<file path="config.mk">
export PLATFORM = sky130hd
export DESIGN_NAME = bin2sc_array
export DESIGN_NICKNAME = d
export VERILOG_FILES = /design/src/rtl/bin2sc_array.sv
export SDC_FILE = /design/constraint.sdc
export NUM_CORES = 2
export LEC_CHECK = 0
export ABC_CLOCK_PERIOD_IN_PS = 22100
export CAP_MARGIN = 20
export CORE_MARGIN = 2
export CORE_UTILIZATION = 50
export CTS_BUF_LIST = sky130_fd_sc_hd__clkbuf_8
export CTS_CLUSTER_DIAMETER = 30
export DETAILED_ROUTE_END_ITERATION = 8
export DONT_BUFFER_PORTS = 1
export PLACE_DENSITY = 0.67
export SLEW_MARGIN = 5
export SYNTH_ARGS = -nofsm -noshare
export SYNTH_HDL_FRONTEND = slang
export SYNTH_SLANG_ARGS = --single-unit
</file>
<file path="constraint.sdc">
create_clock -name clk -period 22.1 [get_ports clk]
set_input_delay 3.315 -clock clk [delete_from_list [all_inputs] [get_ports clk]]
set_output_delay 3.315 -clock clk [all_outputs]
set_load 0.05 [all_outputs]
</file>
<file path="src/rtl/bin2sc_array.sv">
// bin2sc_array: converts COL signed binary lanes into paired stochastic
// bitstreams (positive / negative). Each lane emits 2 bits per cycle for
// 2^W-1 cycles. Bit0 compares a shared LFSR against the lane magnitude.
// Bit1 compares the bit-reversed LFSR against the same magnitude.
module bin2sc_array #(
  parameter int BITWIDTH = 8,
  parameter int COL      = 32,
  parameter int SEED     = 1
) (
  input  logic                    clk,
  input  logic                    reset,
  input  logic                    clr,
  input  logic [BITWIDTH*COL-1:0] bin_in,
  input  logic                    in_valid,
  output logic                    in_ready,
  input  logic [COL-1:0]          lane_mask,
  output logic [2*COL-1:0]        sc_pos,
  output logic [2*COL-1:0]        sc_neg,
  output logic                    cnt_en,
  output logic                    done
);

  localparam int W = BITWIDTH - 1;
  localparam logic [W-1:0] SEED_MOD = W'(SEED);
  localparam logic [W-1:0] SEED_EFF = (SEED_MOD == '0) ? W'(1) : SEED_MOD;
  localparam logic [W-1:0] LAST     = W'((1 << W) - 2);

  typedef enum logic [1:0] {IDLE, RUN, DONE} state_t;

  state_t           state;
  logic [W-1:0]     cnt;
  logic [W-1:0]     lfsr;
  logic [W-1:0]     lfsr_rev;
  logic             fb;
  logic [COL-1:0]   mask_q;
  logic [W-1:0]     pmag    [COL];
  logic [W-1:0]     nmag    [COL];
  logic [W-1:0]     pmag_in [COL];
  logic [W-1:0]     nmag_in [COL];
  logic [BITWIDTH-1:0] lane_v;
  logic [BITWIDTH-1:0] lane_neg;

  // Maximal-length feedback taps for the lane magnitude width in use
  if (W == 4) begin : g_fb4
    always_comb fb = lfsr[3] ^ lfsr[2];
  end else if (W == 5) begin : g_fb5
    always_comb fb = lfsr[4] ^ lfsr[2];
  end else if (W == 6) begin : g_fb6
    always_comb fb = lfsr[5] ^ lfsr[4];
  end else if (W == 7) begin : g_fb7
    always_comb fb = lfsr[6] ^ lfsr[5];
  end else begin : g_fb8
    always_comb fb = lfsr[7] ^ lfsr[5] ^ lfsr[4] ^ lfsr[3];
  end

  // Bit-reversed LFSR view used for the second stream bit
  always_comb begin
    lfsr_rev = '0;
    for (int unsigned i = 0; i < W; i++) lfsr_rev[i] = lfsr[W-1-i];
  end

  // Split each signed lane into magnitudes. -2^W wraps to 2^W on negation,
  // which only sets bit W, so that bit flags the saturation case.
  always_comb begin
    lane_v   = '0;
    lane_neg = '0;
    for (int unsigned k = 0; k < COL; k++) begin
      lane_v     = bin_in[BITWIDTH*k +: BITWIDTH];
      lane_neg   = '0 - lane_v;
      pmag_in[k] = '0;
      nmag_in[k] = '0;
      if (lane_v[BITWIDTH-1])
        nmag_in[k] = lane_neg[W] ? '1 : lane_neg[W-1:0];
      else
        pmag_in[k] = lane_v[W-1:0];
    end
  end

  // Control FSM, capture registers, cycle counter and LFSR
  always_ff @(posedge clk or posedge reset) begin
    if (reset) begin
      state  <= IDLE;
      cnt    <= '0;
      lfsr   <= SEED_EFF;
      mask_q <= '0;
      for (int unsigned k = 0; k < COL; k++) begin
        pmag[k] <= '0;
        nmag[k] <= '0;
      end
    end else if (clr) begin
      state <= IDLE;
      cnt   <= '0;
    end else begin
      case (state)
        IDLE: if (in_valid) begin
          for (int unsigned k = 0; k < COL; k++) begin
            pmag[k] <= pmag_in[k];
            nmag[k] <= nmag_in[k];
          end
          mask_q <= lane_mask;
          lfsr   <= SEED_EFF;
          cnt    <= '0;
          state  <= RUN;
        end
        RUN: begin
          lfsr <= {lfsr[W-2:0], fb};
          if (cnt == LAST) begin
            cnt   <= '0;
            state <= DONE;
          end else begin
            cnt <= cnt + 1'b1;
          end
        end
        DONE:    state <= IDLE;
        default: state <= IDLE;
      endcase
    end
  end

  // Handshake and status decode from the state register
  always_comb begin
    in_ready = (state == IDLE);
    cnt_en   = (state == RUN);
    done     = (state == DONE);
  end

  // Stream generation: comparators against registered state only
  always_comb begin
    sc_pos = '0;
    sc_neg = '0;
    if (state == RUN) begin
      for (int unsigned k = 0; k < COL; k++) begin
        if (mask_q[k]) begin
          sc_pos[2*k]   = (lfsr     <= pmag[k]);
          sc_pos[2*k+1] = (lfsr_rev <= pmag[k]);
          sc_neg[2*k]   = (lfsr     <= nmag[k]);
          sc_neg[2*k+1] = (lfsr_rev <= nmag[k]);
        end
      end
    end
  end

endmodule

</file>
==> metrics.csv <==
metric,value,unit
netlist-cell-type-count,57,
period_share,35.4,%
critPathRequiredTime,18.78,ns
grt_pass1_wl,199,mm
core_area,84900,µm²
fin_hold_ws,0.477,ns
post_cts_buffers,0,
cts_resized,0,
overflow,0,
start_util,50.3,%
clockBufferDepth,3,
nets,5994,
clock_sinks,496,
clk_latency,0.82,ns
grt_max_degree,146,
dp.final_hpwl,88.1,mm
fin_crit,7.83,ns
post-route-util,56.6,%
synthFlopType,dfrtp_1,
drv_cap,0,
seq_area_frac_synth,29.0,%
routedWlPerCell,20.6,µm
cts_buffers,147,
num_io_pins,423,
ys_top_cells_by_count,"866 x ha_1, 495 x dfrtp_1, 460 x inv_1, 350 x o21ai_0, 336 x nand3_1",
hp-class,reg -> reg,
drcViolationCount,0,
power.density,84.3,nW/µm²
rows,107,
synth_area_per_cell,8.94,µm²
postCtsHoldBufs,0,
antenna_found_initial,3,
synth_area,42700,µm²
critPathMaxFanout,50,
cts_tree,done,
vias,37363,
start_kind,register,
slew_headroom,21.9,%
routed_wl,126,mm
tightest_slew,1.16,ns
vdd_ir_drop_max,0.0578,mV
drive_gt1_share,8.28,%
yosysWarnings,0,
final-hold-violation-count,0,
viasPerCell,6.13,
grt_pass1_vias,36909,
die_h,296,µm
worstSetupEndpointType,output pin,
die_w,296,µm
crit_type,reg -> out,
root_buffer,clkbuf_8,
cellLeakagePower,22.3,nW
fin_worst_skew,0.0323,ns
dieArea,87800,µm²
gp_congestion,0.885,
synth_top_area_cell,dfrtp_1,
drt_iter0_markers,2037,
firstDrtPassIters,7,
fin_setup_tns,0,ns
rsz0062_at_grt,false,
synthDominantCellAreaShare,29.0,%
max_freq,0.128,GHz
place_ws,15.12,ns
synth-edff-count,0,
arrival,4.52,ns
finalMaxSlewViolations,0,
synth_most_common_cell,ha_1,
ys_ff_latch,496,
synthToLayoutAreaGrowth,12.3,%
status,"finished, final reports clean",
setup_ws,14.27,ns
synth_fp_nets,5940,
ys_async_sr_fraction,100,%
htreeDepth,4,
clk_pin_slew_worst_paths,0.06,ns
syn_inst,4782,
portBuffers,0,
p_total,4.05,mW
ant_nets,0,
grt.total_usage,28.3,%
report.final.setup_viol,0,
ys_top_cells_by_area,"dfrtp_1 29%, ha_1 25%, o21ai_0 4.1%",
==> registers in the layout (all words and copies together) (netlist names) <==
signal,count
nmag,224
pmag,224
mask_q,32
cnt,7
lfsr,7
state,2
==> path summary, 6_finish.rpt <==
check / startpoint / endpoint / slack (ns) / depth (start not counted)
worst max-delay path: state[0] / sc_neg[19] / 14.27 / 6
max in group asynchronous: reset / pmag[43] / 17.33 / 3
min in group asynchronous: reset / pmag[182] / 2.50 / 1
worst min-delay path: pmag[64] / pmag[64] / 0.48 / 2
worst min register to register: pmag[64] / pmag[64] / 0.48 / 2
worst max register to register: state[1] / nmag[34] / 17.87 / 8
==> layer usage <==
| layer | track usage (%) | vias to the layer above | routed length, µm |
|---|---|---|---|
| li1 | - | 18077 | - |
| met2 | 46.4 | 1039 | 57600 |
| met5 | 0 | - | 2 |
| met4 | 11.0 | 2 | 4290 |
| met1 | 35.6 | 17987 | 54300 |
| met3 | 7.58 | 258 | 9450 |
==> final cells by class <==
class / instances / area, µm²
inverter: 460 / 1740
timing repair buffer: 39 / 318
sequential: 496 / 12400
tap: 1144 / 1430
multi-input combinational: 3692 / 28800
clock inverter: 92 / 961
antenna: 3 / 7.51
fill: 7642 / 36900
clock buffer: 171 / 2350
==> worst max-delay path, stage by stage, from the launching register on <==
cell and delay, ns:
dfrtp_1 0.49, nor2b_4 0.19, buf_4 0.66, buf_4 0.82, nand2_1 0.27, a211o_1 0.34
o21ai_1 0.90
==> cells by family (layout without fill, tap and decap cells) <==
group	Yosys count	count (layout)	synth area share (%)
buffers and inverters	594	762	5.44
flip-flops	496	496	29.0
adder cells (fa/ha/maj)	866	866	25.4
other	0	3	0
AO/OA/AOI/OAI	1418	1418	22.0
XOR/XNOR	68	68	1.39
AND/OR/NAND/NOR	1324	1324	16.4
multiplexers	16	16	0.395
==> through the flow <==
stage               instance area (µm²)  std cells
finish                            48000       6097
global placement                  44700       5831
detailed placement                44700       5831
CTS                               48000       6094
global route                      48000       6096
floorplan                         42700       4782
==> power by group <==
group	switching [mW]	internal [mW]
registers	0.0952	1.06
clock network	0.552	0.893
logic	0.899	0.549
total	1.55	2.50
==> layout by cell type (no fill, tap or decap), types with 27 or more instances in the layout <==
master and instances:
o21ai_0 326, or4_1 27, nor4_1 33, buf_4 37, nand2_1 306, o32ai_2 100, nor2b_1 128, nor2_1 144
or3_1 27, clkinv_2 27, nor3b_1 32, nand3b_1 171, o22ai_1 72, inv_1 479, a21o_1 125, a211o_1 124
xnor2_1 66, o211ai_1 151, ha_1 866, a21oi_1 278, o31ai_1 95, clkbuf_8 171, dfrtp_1 489, o32ai_1 29
nor3_1 69, nand3_1 336
(Power assumes the default switching activity.)
